--- src/rtl/ex_muldiv_if.sv ---
// ex_muldiv_if: EX-stage request/response bundle between the pipeline and the mul/div unit.
interface ex_muldiv_if #(parameter int XLEN = 32);
   logic            flush;
   logic            start;
   logic [1:0]      md_op;
   logic [XLEN-1:0] A_in;
   logic [XLEN-1:0] B_in;
   logic            mthi;
   logic            mtlo;
   logic            mf_req;
   logic            mf_sel_hi;
   logic [XLEN-1:0] mf_data;
   logic [XLEN-1:0] hi;
   logic [XLEN-1:0] lo;
   logic            busy;
   logic            done;
   logic            stall;
   modport slave (
      input  flush, start, md_op, A_in, B_in, mthi, mtlo, mf_req, mf_sel_hi,
      output mf_data, hi, lo, busy, done, stall
   );
   modport master (
      output flush, start, md_op, A_in, B_in, mthi, mtlo, mf_req, mf_sel_hi,
      input  mf_data, hi, lo, busy, done, stall
   );
endinterface

--- src/rtl/ex_muldiv_unit.sv ---
// ex_muldiv_unit: iterative radix-2 multiply / restoring divide owning HI/LO.
module ex_muldiv_unit #(
   parameter int XLEN  = 32,
   parameter int CNT_W = 5
) (
   input  logic        Clk,
   input  logic        Rst_n,
   ex_muldiv_if.slave  md
);
   typedef enum logic [1:0] {IDLE, CALC, FIX} state_t;
   state_t            state_q, state_d;
   logic [CNT_W-1:0]  cnt_q, cnt_d;
   logic [2*XLEN-1:0] acc_q, acc_d, step, prod;
   logic [XLEN-1:0]   m_q, m_d, araw_q, araw_d, hi_q, hi_d, lo_q, lo_d;
   logic [XLEN-1:0]   abs_a, abs_b, quo, rem, fix_hi, fix_lo;
   logic              mul_q, mul_d, neg_q, neg_d, rneg_q, rneg_d, dz_q, dz_d, done_q, done_d;
   logic              sa, sb, ge;
   logic [XLEN:0]     madd;
   assign sa    = !md.md_op[0] && md.A_in[XLEN-1];
   assign sb    = !md.md_op[0] && md.B_in[XLEN-1];
   assign abs_a = sa ? -md.A_in : md.A_in;
   assign abs_b = sb ? -md.B_in : md.B_in;
   // acc holds product (multiply) or remainder:quotient (divide)
   assign madd  = {1'b0, acc_q[2*XLEN-1:XLEN]} + (acc_q[0] ? {1'b0, m_q} : '0);
   assign ge    = acc_q[2*XLEN-1:XLEN-1] >= {1'b0, m_q};
   assign step  = mul_q ? {madd, acc_q[XLEN-1:1]}
                : ge    ? {acc_q[2*XLEN-2:XLEN-1] - m_q, acc_q[XLEN-2:0], 1'b1}
                :         {acc_q[2*XLEN-2:0], 1'b0};
   assign prod   = neg_q ? -acc_q : acc_q;
   assign quo    = neg_q ? -acc_q[XLEN-1:0] : acc_q[XLEN-1:0];
   assign rem    = rneg_q ? -acc_q[2*XLEN-1:XLEN] : acc_q[2*XLEN-1:XLEN];
   assign fix_hi = dz_q ? araw_q : mul_q ? prod[2*XLEN-1:XLEN] : rem;
   assign fix_lo = dz_q ? '1 : mul_q ? prod[XLEN-1:0] : quo;
   always_comb begin
      state_d = state_q;
      cnt_d   = cnt_q;
      acc_d   = acc_q;
      m_d     = m_q;
      araw_d  = araw_q;
      mul_d   = mul_q;
      neg_d   = neg_q;
      rneg_d  = rneg_q;
      dz_d    = dz_q;
      hi_d    = hi_q;
      lo_d    = lo_q;
      done_d  = 1'b0;
      case (state_q)
         IDLE: begin
            if (md.start && !md.flush) begin
               state_d = CALC;
               cnt_d   = '0;
               mul_d   = !md.md_op[1];
               acc_d   = {{XLEN{1'b0}}, mul_d ? abs_b : abs_a};
               m_d     = mul_d ? abs_a : abs_b;
               neg_d   = sa ^ sb;
               rneg_d  = sa;
               araw_d  = md.A_in;
               dz_d    = md.md_op[1] && md.B_in == '0;
            end else if (!md.start) begin
               hi_d = md.mthi ? md.A_in : hi_q;
               lo_d = md.mtlo ? md.A_in : lo_q;
            end
         end
         CALC: begin
            state_d = md.flush ? IDLE : (cnt_q == CNT_W'(XLEN-1) ? FIX : CALC);
            cnt_d   = cnt_q + 1'b1;
            acc_d   = step;
         end
         FIX: begin
            state_d = IDLE;
            hi_d    = md.flush ? hi_q : fix_hi;
            lo_d    = md.flush ? lo_q : fix_lo;
            done_d  = !md.flush;
         end
         default: state_d = IDLE;
      endcase
   end
   always_ff @(posedge Clk or negedge Rst_n) begin
      if (!Rst_n) begin
         state_q <= IDLE;
         cnt_q   <= '0;
         acc_q   <= '0;
         m_q     <= '0;
         araw_q  <= '0;
         mul_q   <= 1'b0;
         neg_q   <= 1'b0;
         rneg_q  <= 1'b0;
         dz_q    <= 1'b0;
         hi_q    <= '0;
         lo_q    <= '0;
         done_q  <= 1'b0;
      end else begin
         state_q <= state_d;
         cnt_q   <= cnt_d;
         acc_q   <= acc_d;
         m_q     <= m_d;
         araw_q  <= araw_d;
         mul_q   <= mul_d;
         neg_q   <= neg_d;
         rneg_q  <= rneg_d;
         dz_q    <= dz_d;
         hi_q    <= hi_d;
         lo_q    <= lo_d;
         done_q  <= done_d;
      end
   end
   assign md.busy    = state_q != IDLE;
   assign md.stall   = md.busy && (md.start || md.mthi || md.mtlo || md.mf_req);
   assign md.done    = done_q;
   assign md.hi      = hi_q;
   assign md.lo      = lo_q;
   assign md.mf_data = md.mf_sel_hi ? hi_q : lo_q;
endmodule

--- src/flat_wrapper.sv ---
// flat-port wrapper written by rule: the top's interface ports become plain ports
module ex_muldiv_unit_flat 
#(
   parameter int XLEN  = 32,
   parameter int CNT_W = 5
)
  (Clk, Rst_n, md_flush, md_start, md_md_op, md_A_in, md_B_in, md_mthi, md_mtlo, md_mf_req, md_mf_sel_hi, md_mf_data, md_hi, md_lo, md_busy, md_done, md_stall);
  ex_muldiv_if #(.XLEN(XLEN)) md_i ();
  input  logic Clk;
  input  logic Rst_n;
  input wire logic [$bits(md_i.flush)-1:0] md_flush;
  input wire logic [$bits(md_i.start)-1:0] md_start;
  input wire logic [$bits(md_i.md_op)-1:0] md_md_op;
  input wire logic [$bits(md_i.A_in)-1:0] md_A_in;
  input wire logic [$bits(md_i.B_in)-1:0] md_B_in;
  input wire logic [$bits(md_i.mthi)-1:0] md_mthi;
  input wire logic [$bits(md_i.mtlo)-1:0] md_mtlo;
  input wire logic [$bits(md_i.mf_req)-1:0] md_mf_req;
  input wire logic [$bits(md_i.mf_sel_hi)-1:0] md_mf_sel_hi;
  output wire logic [$bits(md_i.mf_data)-1:0] md_mf_data;
  output wire logic [$bits(md_i.hi)-1:0] md_hi;
  output wire logic [$bits(md_i.lo)-1:0] md_lo;
  output wire logic [$bits(md_i.busy)-1:0] md_busy;
  output wire logic [$bits(md_i.done)-1:0] md_done;
  output wire logic [$bits(md_i.stall)-1:0] md_stall;
  assign md_i.flush = md_flush;
  assign md_i.start = md_start;
  assign md_i.md_op = md_md_op;
  assign md_i.A_in = md_A_in;
  assign md_i.B_in = md_B_in;
  assign md_i.mthi = md_mthi;
  assign md_i.mtlo = md_mtlo;
  assign md_i.mf_req = md_mf_req;
  assign md_i.mf_sel_hi = md_mf_sel_hi;
  assign md_mf_data = md_i.mf_data;
  assign md_hi = md_i.hi;
  assign md_lo = md_i.lo;
  assign md_busy = md_i.busy;
  assign md_done = md_i.done;
  assign md_stall = md_i.stall;
  ex_muldiv_unit #(.XLEN(XLEN), .CNT_W(CNT_W)) u_core (.Clk(Clk), .Rst_n(Rst_n), .md(md_i));
endmodule
--- config.mk ---
export PLATFORM = sky130hd
export DESIGN_NAME = ex_muldiv_unit_flat
export DESIGN_NICKNAME = d
export VERILOG_FILES = /design/src/rtl/ex_muldiv_if.sv /design/src/rtl/ex_muldiv_unit.sv /design/src/flat_wrapper.sv
export SDC_FILE = /design/constraint.sdc
export NUM_CORES = 1
export LEC_CHECK = 0
export CAP_MARGIN = 40
export CORE_MARGIN = 2
export CORE_UTILIZATION = 30
export DETAILED_ROUTE_END_ITERATION = 16
export PLACE_DENSITY_LB_ADDON = 0.05
export SLEW_MARGIN = 15
export SYNTH_ARGS = -nofsm -noshare
export SYNTH_HDL_FRONTEND = slang
export SYNTH_SLANG_ARGS = --single-unit
--- constraint.sdc ---
create_clock -name Clk -period 3.8 [get_ports Clk]
set_clock_uncertainty 0.2 [all_clocks]
set_input_delay 0.76 -clock Clk [delete_from_list [all_inputs] [get_ports Clk]]
set_output_delay 0.76 -clock Clk [all_outputs]
set_load 0.02 [all_outputs]
# Yosys cells after proc, flatten, opt, wreduce, memory -nomap -nowiden
# Cells that the tools add are included.
# Widths: inputs -> output; s select.
[op_classes]
shift = 0
n_mul = 0
n_reduce_logical = 20
muxes = 34
bitwise = 1
div = 0
addsub = 8
eq_ne = 9
order_cmp = 1
[op_table]
columns = ["op", "n"]
rows = [
  ["$mux 32", 20],
  ["$mux 64", 4],
  ["$neg 32->32", 4],
  ["$pmux 32 s2", 2],
  ["$pmux 64 s2", 1],
  ["$neg 64->64", 1],
  ["$add 32x33->33", 1],
  ["$ge 33x32->1", 1],
  ["$logic_not 32->1", 1],
  ["$sub 32x32->32", 1],
  ["$ne 2x2->1 const B", 5],
  ["$pmux 5 s2", 1],
  ["$reduce_and 5->1", 2],
  ["$mux 2", 3],
  ["$reduce_bool 2->1", 3],
  ["$add 5x1->5 const B", 1],
  ["$eq 5x5->1 const B", 1],
  ["$logic_and 1x1->1", 5],
  ["$mux 5", 1],
  ["$pmux 2 s2", 1],
  ["$reduce_and 2->1", 2],
  ["$logic_not 1->1", 3],
  ["$logic_or 1x1->1", 3],
  ["$eq 2x1->1 const B", 1],
  ["5 further kinds", 5],
]
[totals]
word_cells = 85
ramBits = 0
out_inout_bits = 99
memories = 0
register_bits = 204
rom_bits = 0
latch_bits = 0

# Longest topological paths before layout
[logic_depth]
depth_word = 6
mapped_depth = 15
mapped_depth_nobuf = 14

# Worst setup path after synthesis
# OpenSTA, ideal clock, no wires.
[synth_timing]
path_type = "register -> register"
from = "register u_core.acc_q[32]"
to = "register u_core.acc_q[48]"
slack_ns = 0.312
required_ns = 3.474
n_path_buf = 2
arrival_ns = 3.162
setup_ns = 0.126
stages_incl_launch_ff = 14
path_cell_list = "dfrtp_1 -> ha_1 -> nor2b_1 -> o31ai_1 -> a21oi_1 -> a41oi_1 -> o211ai_1 -> a41oi_1 -> o21ba_2 -> buf_2 -> buf_4 -> mux2i_1 -> nor2_1 -> a221o_1"
[synth_via]
elab_chain_cells = 4
word_cells_on_any_way = 6
[synth_rtl]
columns = ["item", "line", "rtl"]
rows = [
  ["from (decl)", "ex_muldiv_unit.sv:13", "logic [2*XLEN-1:0] acc_q, acc_d, step, prod;"],
  ["from (signal assigned)", "ex_muldiv_unit.sv:82", "acc_q <= '0;"],
  ["from (signal assigned)", "ex_muldiv_unit.sv:95", "acc_q <= acc_d;"],
  ["$sub 32x32->32 / $ge 33x32->1 (equally long branches)", "ex_muldiv_unit.sv:27, ex_muldiv_unit.sv:25", ""],
  ["$mux 64", "ex_muldiv_unit.sv:27", ": ge ? {acc_q[2*XLEN-2:XLEN-1] - m_q, acc_q[XLEN-2:0], 1'b1}"],
  ["$mux 64 *", "ex_muldiv_unit.sv:26", "assign step = mul_q ? {madd, acc_q[XLEN-1:1]}"],
  ["$pmux 64 s2 *", "ex_muldiv_unit.sv:47", "case (state_q)"],
]
# Mark *: on every way between the ends. The rest lies on a longest branch, timed or not.
# A chain may end at the register's enable or synchronous reset.

# Worst setup path in the final report
[layout_timing]
from = "register u_core.acc_q[32]"
to = "register u_core.acc_q[34]"
# The elaborated chain is that of the path after synthesis.

==> metrics.md <==
| Metric | Value |
|---|---|
| Ys async rst share | 1.000 |
| Max cap viols | 0 |
| Die X | between 200 and 250 um |
| Largest fanout on the critical path | 10 |
| # setup viols final | 0 |
| Gate power share | 0.587 |
| Post-route minimum period | around 3.6 ns |
| Worst hold path type | in -> async |
| DR WL met3 | 4409 um |
| Initial core utilization | 0.3042 |
| Largest family of logic cells by synthesized area | compound AO/OA/AOI/OAI gates |
| Clock buffer depth | 3 |
| Initial antenna violation count | 1 |
| CORE AREA | around 0.055 mm^2 |
| Gr usage total | 0.2544 |
| CP required | about 4.1 ns |
| Buffers on Ports | between 150 and 200 |
| Net Sw Power | between 6 and 7 mW |
| Final Hold Viols | 0 |
| Layout filler cell count | just under 6000 |
| Setup Crit Path Kind | reg -> reg |
| Synth Area in Adders | 0.05454 |
| Initial DRC Count | 1334 |
| Reg2Reg Depth | 16 |
| Largest net degree at the start of global routing | 87 |
| Share of layout cells above drive strength 1 | 0.1377 |
| First-pass detailed-route iteration total | 6 |
| Die area | approximately 0.058 mm^2 |
| Fin area | approximately 0.022 mm^2 |
| TritonCTS clock tree | yes |
| Switch share | 0.4609 |
| Count leader, synth | nand2_1 |
| Worst Tran Pin Value | 0.8206 ns |
| WL met2 | 32570 um |
| VDD IR-drop max | roughly 0.36 mV |
| Total grt overflow | 0 |
| Setup crit end kind | flip-flop |
| DP Wirelength | between 50000 and 60000 um |
| Metal-1 WL | about 36000 um |
| Placed cells | between 3000 and 4000 |
| Worst Path Arrival | between 3 and 4 ns |
| Post-Synth Simple-Gate Area | 0.1938 |
| Syn nets | 2295 |
| Synth-to-layout area growth | 28.48% |
| Worst reg2reg setup slack | 0.17 ns |
| Clock-pin slew on the worst setup and hold paths | around 0.060 ns |
| Die height | 240.6 um |
| Slew Viols, Final | 0 |
| Relative slew slack | 0.4509 |
| DRC | 0 |
| Fin cells | around 3200 |
| Synth Area in Compound Gates | 0.2508 |
| Avg WL per Cell | 23.55 um |
| Worst setup path end | u_core.acc_q[34] |
| Flop pwr share | 0.234 |
| Final WS setup | between 0.15 and 0.2 ns |
| Clk_lat worst skew | 0.58 ns |
| Top Metal Used | met4 |
| Setup TNS | 0 ns |
| Number of flops mapped to enable cells by yosys | 0 |
| Critical Path Source | u_core.acc_q[32] |
| DRT Wirelength | 74760 um |
| Cts hold-fix bufs | 0 |
| Main synth FF type | dfrtp_1 |
| Setup Slack @ Placement | -0.05255 ns |
| Yosys cell types | 78 |
| Via count | 17240 |
| Worst r2r dst | u_core.acc_q[34] |
| Num CTS Buffers | 28 |
| Seq/Total Area, Yosys | 0.3040 |
| Status | complete, no violations |
| FF-to-FF Start | u_core.acc_q[32] |
| Synth Instances | around 2100 |
| Highest clock rate | between 0.2 and 0.3 GHz |
| Cell Area, Synth | 0.01679 mm^2 |
| Root Buffer | clkbuf_16 |
| Area leader, netlist | dfrtp_1 |
| Yosys top cell area share | 0.3040 |
| Row cnt | 86 |
| IO Pins | between 150 and 200 |
| Nets | between 2000 and 3000 |
| Post-route clock period utilization | 0.9564 |
| Clock power share | 0.179 |
| Top cells by area, synth | dfrtp_1 30%, nand2_1 6.9%, o21ai_0 5.6% |
| Placed cell areas | between 0.02 and 0.025 mm^2 |
| First-pass GRT wire length | ~110000 um |
| Vias in the first global route | 16340 |
| Pwr/cell area | approximately 700 mW/mm^2 |
| GP Congestion | roughly 0.96 |
| Antenna Nets Post-Route | 0 |
| Synth top cells by count | 308 x nand2_1, 204 x dfrtp_1, 189 x o21ai_0 |
| Mux cell area share after synthesis | 0.05454 |
| Clk sink count | between 200 and 250 |
| Ys Warns | 0 |
| Core Util, Final | 0.3909 |
| Syn Area/Cell | 7.815 um^2 |
| H-tree levels | 1 |
| Post-synthesis xor/xnor area fraction | 0.09075 |
| Avg Vias per Cell | between 5 and 6 |
| FF+latch count, synth | approximately 200 |
| Pint | approximately 8 mW |
| Leakage power | ~9.2 nW |
| CP Launch Type | flip-flop |
## logic make-up after synthesis
family	after synthesis
DFF	204
AOI/OAI and AO/OA	676
and+or+nand+nor	714
buffers and inverters	222
adders and majority gates	72
xor gates and xnor gates	174
muxes	87
## layer usage
metal | track usage | up-vias
met2 | 0.3900 | 567
met5 | 0 | -
li1 | - | 8258
met1 | 0.3766 | 8340
met4 | 0.06437 | 0
met3 | 0.03077 | 72
## area by class of cell
cell class | count | area, um^2 | area share
flip-flops and latches | 204 | 5106 | 0.2367
diodes | 1 | 2.502 | 0.0001160
repair buffers | 384 | 3442 | 0.1595
clock buffers | 41 | 839.6 | 0.03891
multi-input cells | 1723 | 10920 | 0.5063
inverters | 66 | 247.7 | 0.01148
clock inverters | 7 | 77.57 | 0.003595
well taps | 748 | 935.9 | 0.04338
## sequential cells by signal, summed over array words and instances, names as in the netlist
signal and flops:
u_core.acc_q 64, u_core.araw_q 32, u_core.cnt_q 5, u_core.dz_q 1, u_core.m_q 32, u_core.md.done 1, u_core.md.hi 32, u_core.md.lo 32
u_core.mul_q 1, u_core.neg_q 1, u_core.rneg_q 1, u_core.state_q 2
## critical path: stages (launching register included)
cell      delay [ns]
dfrtp_1         0.38
buf_4           0.19
ha_1            0.31
nor2b_1         0.16
o31ai_2         0.23
a21oi_1         0.14
a41oi_1         0.25
buf_4           0.16
o211ai_1        0.08
buf_4           0.16
a41oi_1         0.30
o21ba_2         0.23
buf_12          0.16
buf_12          0.12
nor2_1          0.04
a211o_1         0.26
a31oi_1         0.16
## stage by stage
step | hold WS [ns] | power (mW)
after global placement | 0.2578 | 12.01
after CTS | 0.02817 | 14.75
after detailed placement | 0.2624 | 12.03
after global routing | 0.06235 | 15.78
final | 0.01269 | 14.80
after floorplan | 0.2454 | 8.458
## worst min-delay path by stage
stage | from | endpoint | slack (ns) | cells after the start
after floorplan | u_core.araw_q[14] | u_core.araw_q[14] | 0.25 | 2
after global placement | u_core.araw_q[26] | u_core.araw_q[26] | 0.26 | 2
after detailed placement | u_core.araw_q[6] | u_core.araw_q[6] | 0.26 | 2
after CTS | Rst_n | u_core.md.hi[24] | 0.03 | 1
after global routing | Rst_n | u_core.md.hi[24] | 0.06 | 1
final | Rst_n | u_core.md.hi[28] | 0.01 | 1
## repair_timing
action,4_1_cts,5_1_grt
setup endpoints to repair,0,23
setup buffers,0,1
gates resized for setup,0,17
## layout by cell type, fill, tap and decap left out, types with 9 or more instances in the layout
cell type / n
a211oi_1: 49
a21o_1: 23
a21oi_1: 175
a221oi_1: 10
a22oi_1: 12
a31oi_1: 24
and3_1: 22
buf_12: 10
buf_4: 201
clkbuf_16: 28
clkbuf_8: 9
clkdlybuf4s50_1: 170
dfrtp_1: 203
ha_1: 67
inv_1: 63
mux2_2: 36
mux2i_1: 51
nand2_1: 308
nand2b_1: 19
nand3_1: 26
nor2_1: 177
nor2b_1: 14
nor3_1: 47
nor4_1: 21
o211ai_1: 41
o21ai_0: 188
o221ai_1: 26
o22ai_1: 28
o31ai_1: 22
o41ai_1: 14
or3_1: 14
or4_1: 12
xnor2_1: 98
xor2_1: 76
## power by group through the flow
stage	registers (mW)	clock network (mW)	logic [mW]
global route	3.54	2.80	9.44
finish	3.46	2.66	8.68
CTS	3.45	2.72	8.58
detailed placement	3.49	0	8.54
floorplan	3.40	0	5.06
global placement	3.48	0	8.53
(Power assumes the default switching activity.)
